$ cat src/rtl/sdram_char_writer_if.sv
// Request channel for sdram_char_writer: a valid/ready handshake carrying
// character position, glyph code and foreground/background colours.
// The master pushes requests; the slave (the writer) returns req_ready.
interface sdram_char_writer_if #(
  parameter int CODE_W  = 7,
  parameter int COLOR_W = 3
);
  logic               req_valid;
  logic               req_ready;
  logic [6:0]         req_col;
  logic [6:0]         req_row;
  logic [CODE_W-1:0]  req_code;
  logic [COLOR_W-1:0] req_fg;
  logic [COLOR_W-1:0] req_bg;

  modport master (
    output req_valid, req_col, req_row, req_code, req_fg, req_bg,
    input  req_ready
  );

  modport slave (
    input  req_valid, req_col, req_row, req_code, req_fg, req_bg,
    output req_ready
  );
endinterface

$ cat src/rtl/sdram_char_writer.sv
// Queued 8x8 glyph renderer for the SDRAM frame buffer.
// Requests are buffered in a small FIFO. Each glyph is written row by row
// as PRECHARGE / ACTIVE / 8x WRITE / PRECHARGE, only while win_en marks the
// SDRAM bus as free. Rendering pauses between rows when the window closes
// and resumes at the same glyph row. No SDRAM row is ever left open.
// Optional build macro CHAR_BG_FILL_EN: when defined, clear pixels are
// written with the request's background colour instead of zero.
module sdram_char_writer #(
  parameter int FIFO_DEPTH = 4,
  parameter int CODE_W     = 7,
  parameter int COLOR_W    = 3
) (
  input  logic              CLK,
  input  logic              RSTn,
  input  logic              win_en,
  sdram_char_writer_if.slave req,
  output logic [CODE_W+2:0] font_addr,
  input  logic [7:0]        font_data,
  output logic [15:0]       D_SDRAM,
  output logic [11:0]       A_SDRAM,
  output logic [1:0]        B_SDRAM,
  output logic              CSn_SDRAM,
  output logic              RASn_SDRAM,
  output logic              CASn_SDRAM,
  output logic              WEn_SDRAM,
  output logic              mx_en_char,
  output logic              busy,
  output logic              glyph_done
);

  localparam int PTR_W = $clog2(FIFO_DEPTH);

  localparam logic [3:0] CMD_NOP = 4'b1111;
  localparam logic [3:0] CMD_PRE = 4'b0010;
  localparam logic [3:0] CMD_ACT = 4'b0011;
  localparam logic [3:0] CMD_WR  = 4'b0100;

  localparam logic [2:0] ST_IDLE  = 3'd0;
  localparam logic [2:0] ST_PRE0  = 3'd1;
  localparam logic [2:0] ST_ACT   = 3'd2;
  localparam logic [2:0] ST_WR    = 3'd3;
  localparam logic [2:0] ST_PREN  = 3'd4;
  localparam logic [2:0] ST_PAUSE = 3'd5;

  logic [2:0] state;
  logic [2:0] gx;
  logic [2:0] gy;

  logic [6:0]         col;
  logic [6:0]         row;
  logic [CODE_W-1:0]  code;
  logic [COLOR_W-1:0] fg;

  logic [6:0]         fifo_col  [FIFO_DEPTH];
  logic [6:0]         fifo_row  [FIFO_DEPTH];
  logic [CODE_W-1:0]  fifo_code [FIFO_DEPTH];
  logic [COLOR_W-1:0] fifo_fg   [FIFO_DEPTH];

  logic [PTR_W-1:0] wr_ptr;
  logic [PTR_W-1:0] rd_ptr;
  logic [PTR_W:0]   count;

  logic fifo_full;
  logic fifo_empty;
  logic push;
  logic pop;
  logic start;

  logic [3:0]  cmd;
  logic        pix;
  logic [15:0] set_data;
  logic [15:0] clear_data;

`ifdef CHAR_BG_FILL_EN
  logic [COLOR_W-1:0] bg;
  logic [COLOR_W-1:0] fifo_bg [FIFO_DEPTH];
`else
  logic unused_bg;
  assign unused_bg = ^req.req_bg;
`endif

  assign fifo_full  = (count == (PTR_W+1)'(FIFO_DEPTH));
  assign fifo_empty = (count == '0);
  assign req.req_ready = !fifo_full;
  assign push  = req.req_valid && !fifo_full;
  assign start = (state == ST_IDLE) && !fifo_empty && win_en;
  assign pop   = start;

  // FIFO storage: written on every accepted request, no reset needed
  always_ff @(posedge CLK) begin
    if (push) begin
      fifo_col[wr_ptr]  <= req.req_col;
      fifo_row[wr_ptr]  <= req.req_row;
      fifo_code[wr_ptr] <= req.req_code;
      fifo_fg[wr_ptr]   <= req.req_fg;
`ifdef CHAR_BG_FILL_EN
      fifo_bg[wr_ptr]   <= req.req_bg;
`endif
    end
  end

  // FIFO pointers and occupancy; simultaneous push and pop leaves count unchanged
  always_ff @(posedge CLK or negedge RSTn) begin
    if (!RSTn) begin
      wr_ptr <= '0;
      rd_ptr <= '0;
      count  <= '0;
    end else begin
      if (push) wr_ptr <= wr_ptr + 1'b1;
      if (pop)  rd_ptr <= rd_ptr + 1'b1;
      case ({push, pop})
        2'b10:   count <= count + 1'b1;
        2'b01:   count <= count - 1'b1;
        default: count <= count;
      endcase
    end
  end

  // Latch the FIFO head into the working registers when a glyph starts
  always_ff @(posedge CLK or negedge RSTn) begin
    if (!RSTn) begin
      col  <= '0;
      row  <= '0;
      code <= '0;
      fg   <= '0;
`ifdef CHAR_BG_FILL_EN
      bg   <= '0;
`endif
    end else if (start) begin
      col  <= fifo_col[rd_ptr];
      row  <= fifo_row[rd_ptr];
      code <= fifo_code[rd_ptr];
      fg   <= fifo_fg[rd_ptr];
`ifdef CHAR_BG_FILL_EN
      bg   <= fifo_bg[rd_ptr];
`endif
    end
  end

  // Glyph sequencer: rows always finish through PREN, pausing only between rows
  always_ff @(posedge CLK or negedge RSTn) begin
    if (!RSTn) begin
      state      <= ST_IDLE;
      gx         <= '0;
      gy         <= '0;
      glyph_done <= 1'b0;
    end else begin
      glyph_done <= 1'b0;
      case (state)
        ST_IDLE: begin
          if (start) begin
            gy    <= '0;
            state <= ST_PRE0;
          end
        end
        ST_PRE0: state <= ST_ACT;
        ST_ACT: begin
          gx    <= '0;
          state <= ST_WR;
        end
        ST_WR: begin
          gx <= gx + 1'b1;
          if (gx == 3'd7) state <= ST_PREN;
        end
        ST_PREN: begin
          gy <= gy + 1'b1;
          if (gy == 3'd7) begin
            glyph_done <= 1'b1;
            state      <= ST_IDLE;
          end else if (!win_en) begin
            state <= ST_PAUSE;
          end else begin
            state <= ST_ACT;
          end
        end
        ST_PAUSE: begin
          if (win_en) state <= ST_PRE0;
        end
        default: state <= ST_IDLE;
      endcase
    end
  end

  assign font_addr  = {code, gy};
  assign pix        = font_data[3'd7 - gx];
  assign set_data   = 16'(fg);
`ifdef CHAR_BG_FILL_EN
  assign clear_data = 16'(bg);
`else
  assign clear_data = 16'h0000;
`endif

  // Decode the SDRAM command, address, bank and data from the sequencer state
  always_comb begin
    cmd        = CMD_NOP;
    A_SDRAM    = 12'h000;
    B_SDRAM    = 2'b00;
    D_SDRAM    = 16'h0000;
    mx_en_char = 1'b0;
    case (state)
      ST_PRE0, ST_PREN: begin
        cmd        = CMD_PRE;
        A_SDRAM    = 12'h400;
        B_SDRAM    = col[6:5];
        mx_en_char = 1'b1;
      end
      ST_ACT: begin
        cmd        = CMD_ACT;
        A_SDRAM    = {2'b00, row, gy};
        B_SDRAM    = col[6:5];
        mx_en_char = 1'b1;
      end
      ST_WR: begin
        cmd        = CMD_WR;
        A_SDRAM    = {4'b0000, col[4:0], gx};
        B_SDRAM    = col[6:5];
        D_SDRAM    = pix ? set_data : clear_data;
        mx_en_char = 1'b1;
      end
      default: ;
    endcase
  end

  assign {CSn_SDRAM, RASn_SDRAM, CASn_SDRAM, WEn_SDRAM} = cmd;
  assign busy = !fifo_empty || (state != ST_IDLE);

endmodule

$ cat src/flat_wrapper.sv
// flat-port wrapper written by rule: the top's interface ports become plain ports
module sdram_char_writer_flat 
#(
  parameter int FIFO_DEPTH = 4,
  parameter int CODE_W     = 7,
  parameter int COLOR_W    = 3
)
  (CLK, RSTn, win_en, font_addr, font_data, D_SDRAM, A_SDRAM, B_SDRAM, CSn_SDRAM, RASn_SDRAM, CASn_SDRAM, WEn_SDRAM, mx_en_char, busy, glyph_done, req_req_valid, req_req_col, req_req_row, req_req_code, req_req_fg, req_req_bg, req_req_ready);
  sdram_char_writer_if #(.CODE_W(CODE_W), .COLOR_W(COLOR_W)) req_i ();
  input  logic CLK;
  input  logic RSTn;
  input  logic win_en;
  output logic [CODE_W+2:0] font_addr;
  input  logic [7:0] font_data;
  output logic [15:0] D_SDRAM;
  output logic [11:0] A_SDRAM;
  output logic [1:0] B_SDRAM;
  output logic CSn_SDRAM;
  output logic RASn_SDRAM;
  output logic CASn_SDRAM;
  output logic WEn_SDRAM;
  output logic mx_en_char;
  output logic busy;
  output logic glyph_done;
  input wire logic [$bits(req_i.req_valid)-1:0] req_req_valid;
  input wire logic [$bits(req_i.req_col)-1:0] req_req_col;
  input wire logic [$bits(req_i.req_row)-1:0] req_req_row;
  input wire logic [$bits(req_i.req_code)-1:0] req_req_code;
  input wire logic [$bits(req_i.req_fg)-1:0] req_req_fg;
  input wire logic [$bits(req_i.req_bg)-1:0] req_req_bg;
  output wire logic [$bits(req_i.req_ready)-1:0] req_req_ready;
  assign req_i.req_valid = req_req_valid;
  assign req_i.req_col = req_req_col;
  assign req_i.req_row = req_req_row;
  assign req_i.req_code = req_req_code;
  assign req_i.req_fg = req_req_fg;
  assign req_i.req_bg = req_req_bg;
  assign req_req_ready = req_i.req_ready;
  sdram_char_writer #(.FIFO_DEPTH(FIFO_DEPTH), .CODE_W(CODE_W), .COLOR_W(COLOR_W)) u_core (.CLK(CLK), .RSTn(RSTn), .win_en(win_en), .req(req_i), .font_addr(font_addr), .font_data(font_data), .D_SDRAM(D_SDRAM), .A_SDRAM(A_SDRAM), .B_SDRAM(B_SDRAM), .CSn_SDRAM(CSn_SDRAM), .RASn_SDRAM(RASn_SDRAM), .CASn_SDRAM(CASn_SDRAM), .WEn_SDRAM(WEn_SDRAM), .mx_en_char(mx_en_char), .busy(busy), .glyph_done(glyph_done));
endmodule
$ cat config.mk
export PLATFORM = sky130hd
export DESIGN_NAME = sdram_char_writer_flat
export DESIGN_NICKNAME = d
export VERILOG_FILES = /design/src/rtl/sdram_char_writer_if.sv /design/src/rtl/sdram_char_writer.sv /design/src/flat_wrapper.sv
export SDC_FILE = /design/constraint.sdc
export NUM_CORES = 1
export LEC_CHECK = 0
export ABC_CLOCK_PERIOD_IN_PS = 1900
export CORE_MARGIN = 2
export CORE_UTILIZATION = 49
export CTS_CLUSTER_SIZE = 14
export DETAILED_ROUTE_END_ITERATION = 7
export GPL_ROUTABILITY_DRIVEN = 0
export PLACE_DENSITY = 0.78
export SLEW_MARGIN = 20
export SYNTH_ARGS = -nofsm -noshare
export SYNTH_HDL_FRONTEND = slang
export SYNTH_SLANG_ARGS = --single-unit
export TNS_END_PERCENT = 30
$ cat constraint.sdc
create_clock -name CLK -period 1.9 [get_ports CLK]
set_input_delay 0.38 -clock CLK [delete_from_list [all_inputs] [get_ports CLK]]
set_output_delay 0.38 -clock CLK [all_outputs]
set_load 0.01 [all_outputs]
==> metrics <==
status finished, violations left; violated checks negative setup slack; first-pass GRT wire length 18.3 mm; Die H around 110 µm; number of global-route vias before repair between 3k and 4k; clk slew on worst S/H paths around 60 ps; min Tclk post-route 2070 ps; CTS tree yes; Cell Area, Synth 5740 µm²; Avg Inst Size Synth 17.9 µm²; PwrDens 1610 nW/µm²; RSZ-0062 raised after global routing true; register area share after synthesis 68.1%; Clock Path Buffers 2; Post-DRT Antenna Nets 0; Placement Setup Slack -503 ps; hpwl dp 6.71 mm; share of cells above drive strength 1 38.9%; initial DRC count about 190; largest area contributor in the netlist edfxtp_1; Placed Cells 552; measured slew at the worst slew-check pin 550 ps; core area 11400 µm²; Arr. time, crit path 1690 ps; Die X 112 µm; cells after synthesis 320; fin cells 593; Die Area 12600 µm²; Finished Core Util about 67%; Cell Rows 39; fin crit share 109%; DR WL/cell ~19 µm; Vias per Instance around 5.4; Finished Cell Area about 7600 µm²; later-pin clock latency in the skew report 410 ps; CTS sink cnt 137; crit path cell chain mux2i_1, a22o_1, nor4b_2, buf_2; Pwr Total between 10 and 15 mW; n_diodes 0; synth unique cells 40; setup ws final -166 ps; top-area cell type share of the netlist area 50.2%; Hold Violations, Final 0; GRT Total Usage 19.4%; YS warnings 0; setup tns final -904 ps; drc violations 0; Post-Route Skew between 7 and 8 ps; most common cell after layout, fill and taps aside edfxtp_1; DRT Pass-1 Iters 4; slew margin rel. between 60 and 70%; Achievable Freq 0.484 GHz; WHS 300 ps; crit-path max cell delay 450 ps; initial antenna violation count 0; dominant synthesized flop cell edfxtp_1; Max Slew Vio Count 0; crit path max fanout 5; WL final 11.5 mm; Total Nets Final 486; R2R Setup Slk -80 ps; Peak VDD IR 0.00103 V; final setup fails 16; num ports 87; pin count of the biggest net entering global routing 40; number of buffers created by CTS 17; Buffers on Ports just under 70; Hold Crit Class in -> async; post-synthesis register bit count 137; leakage 3.03 nW; Critical Path Start Type register; via count between 3k and 4k; Area after DPL 6790 µm²; synth top area cells edfxtp_1 (50%), dfrtp_1 (18%), mux4_2 (7.1%); Max-Cap Viols 0; starting density of the core 50.3%; total gr overflow 0; most frequent cells in the layout edfxtp_1 (96), clkdlybuf4s50_1 (45), dfrtp_1 (37), buf_4 (30), mux2_2 (27); CP Capture Type output pin; Post-synth ARST share 29.9%; H-tree lvl count 4; worst endpoint required time 1520 ps; WS Path Type reg -> out; critical path's slowest cell dfrtp_2; Post-synth EDFFs 96; CTS Root Cell clkbuf_16; area delta synth->final 33.2%
sequential cells by signal (all words and copies together) (netlist names), 7 cells and up:
| register | flops |
|---|---|
| u_core.code | 7 |
| u_core.col | 7 |
| u_core.fifo_code | 28 |
| u_core.fifo_col | 28 |
| u_core.fifo_fg | 12 |
| u_core.fifo_row | 28 |
| u_core.row | 7 |
cells by family (layout without fill, tap and decap cells):
| logic type | count (synthesis) | after routing | synth area share [%] |
|---|---|---|---|
| buffers and inverters | 39 | 156 | 4.29 |
| adders and majority gates | 10 | 10 | 2.31 |
| xor gates and xnor gates | 9 | 9 | 1.37 |
| DFF | 137 | 137 | 68.1 |
| AOI/OAI and AO/OA | 15 | 15 | 1.85 |
| muxes | 64 | 64 | 17.4 |
| other | 1 | 14 | 0.0653 |
| and+or+nand+nor | 45 | 45 | 4.62 |
path summary, 6_finish.rpt:
kind / from / endpoint / cells past startpoint
setup / recovery: u_core.gx[1]$_DFFE_PN0P_ / D_SDRAM[0] / 4
hold / removal: RSTn / u_core.gx[1]$_DFFE_PN0P_ / 2
setup reg to reg: u_core.count[0]$_DFFE_PN0P_ / u_core.count[2]$_DFFE_PN0P_ / 9
hold reg to reg: u_core.col[5]$_DFFE_PN0P_ / u_core.col[5]$_DFFE_PN0P_ / 1
max in group asynchronous: RSTn / u_core.rd_ptr[0]$_DFFE_PN0P_ / 3
min in group CLK: u_core.col[5]$_DFFE_PN0P_ / u_core.col[5]$_DFFE_PN0P_ / 1
final cells by class:
cell class / instances / area (µm²)
Multi-Input combinational cell: 157 / 1780
Clock inverter: 15 / 238
Tap cell: 143 / 179
Clock buffer: 17 / 425
Inverter: 11 / 43.8
Timing Repair Buffer: 113 / 1070
Sequential cell: 137 / 3910
Fill cell: 773 / 3770
critical path, delay by kind of cell, from the launching register on:
family	cells	cell delay, ps
AND/OR/NAND/NOR	1	250
buffers and inverters	1	170
flip-flops	1	450
AO/OA/AOI/OAI	1	260
multiplexers	1	140
timing repair:
action	4_1_cts	5_1_grt
gates resized for setup	109	19
setup buffers	0	7
gates cloned	1	0
pin swaps	4	11
hold buffers	1	0
setup endpoints to repair	24	23
endpoints found under the hold margin	2	0
routing by layer:
layer | part of all wire [%] | vias up | wire length (µm) | track usage (%)
met5 | 0 | - | 0 | 0
met4 | 1.1 | 0 | 121 | 7.48
met3 | 5.1 | 9 | 583 | 5.35
met2 | 53 | 104 | 6120 | 33.7
met1 | 41 | 1641 | 4650 | 23.1
li1 | - | 1443 | - | -
synth_stat cells, drive strengths merged, types with 2 or more instances:
master   n
nand2b   2
clkbuf   2
buf     26
a21oi    3
a22o     5
xor2     3
ha       9
nor3     4
inv     11
nand2    5
edfxtp  96
xnor2    6
nor4b    3
dfrtp   41
mux2    27
mux2i   13
o21ai    4
nor2b    2
mux4    24
nor2    12
and2     3
nor3b    2
and3     6
where the power goes:
part,internal [mW],switching [mW],leakage [nW],total (mW)
sequential,4.07,0.409,1.38,4.48
clock,2.36,1.29,0.317,3.66
combinational,2.24,1.93,1.33,4.17
(Power assumes the default switching activity.)
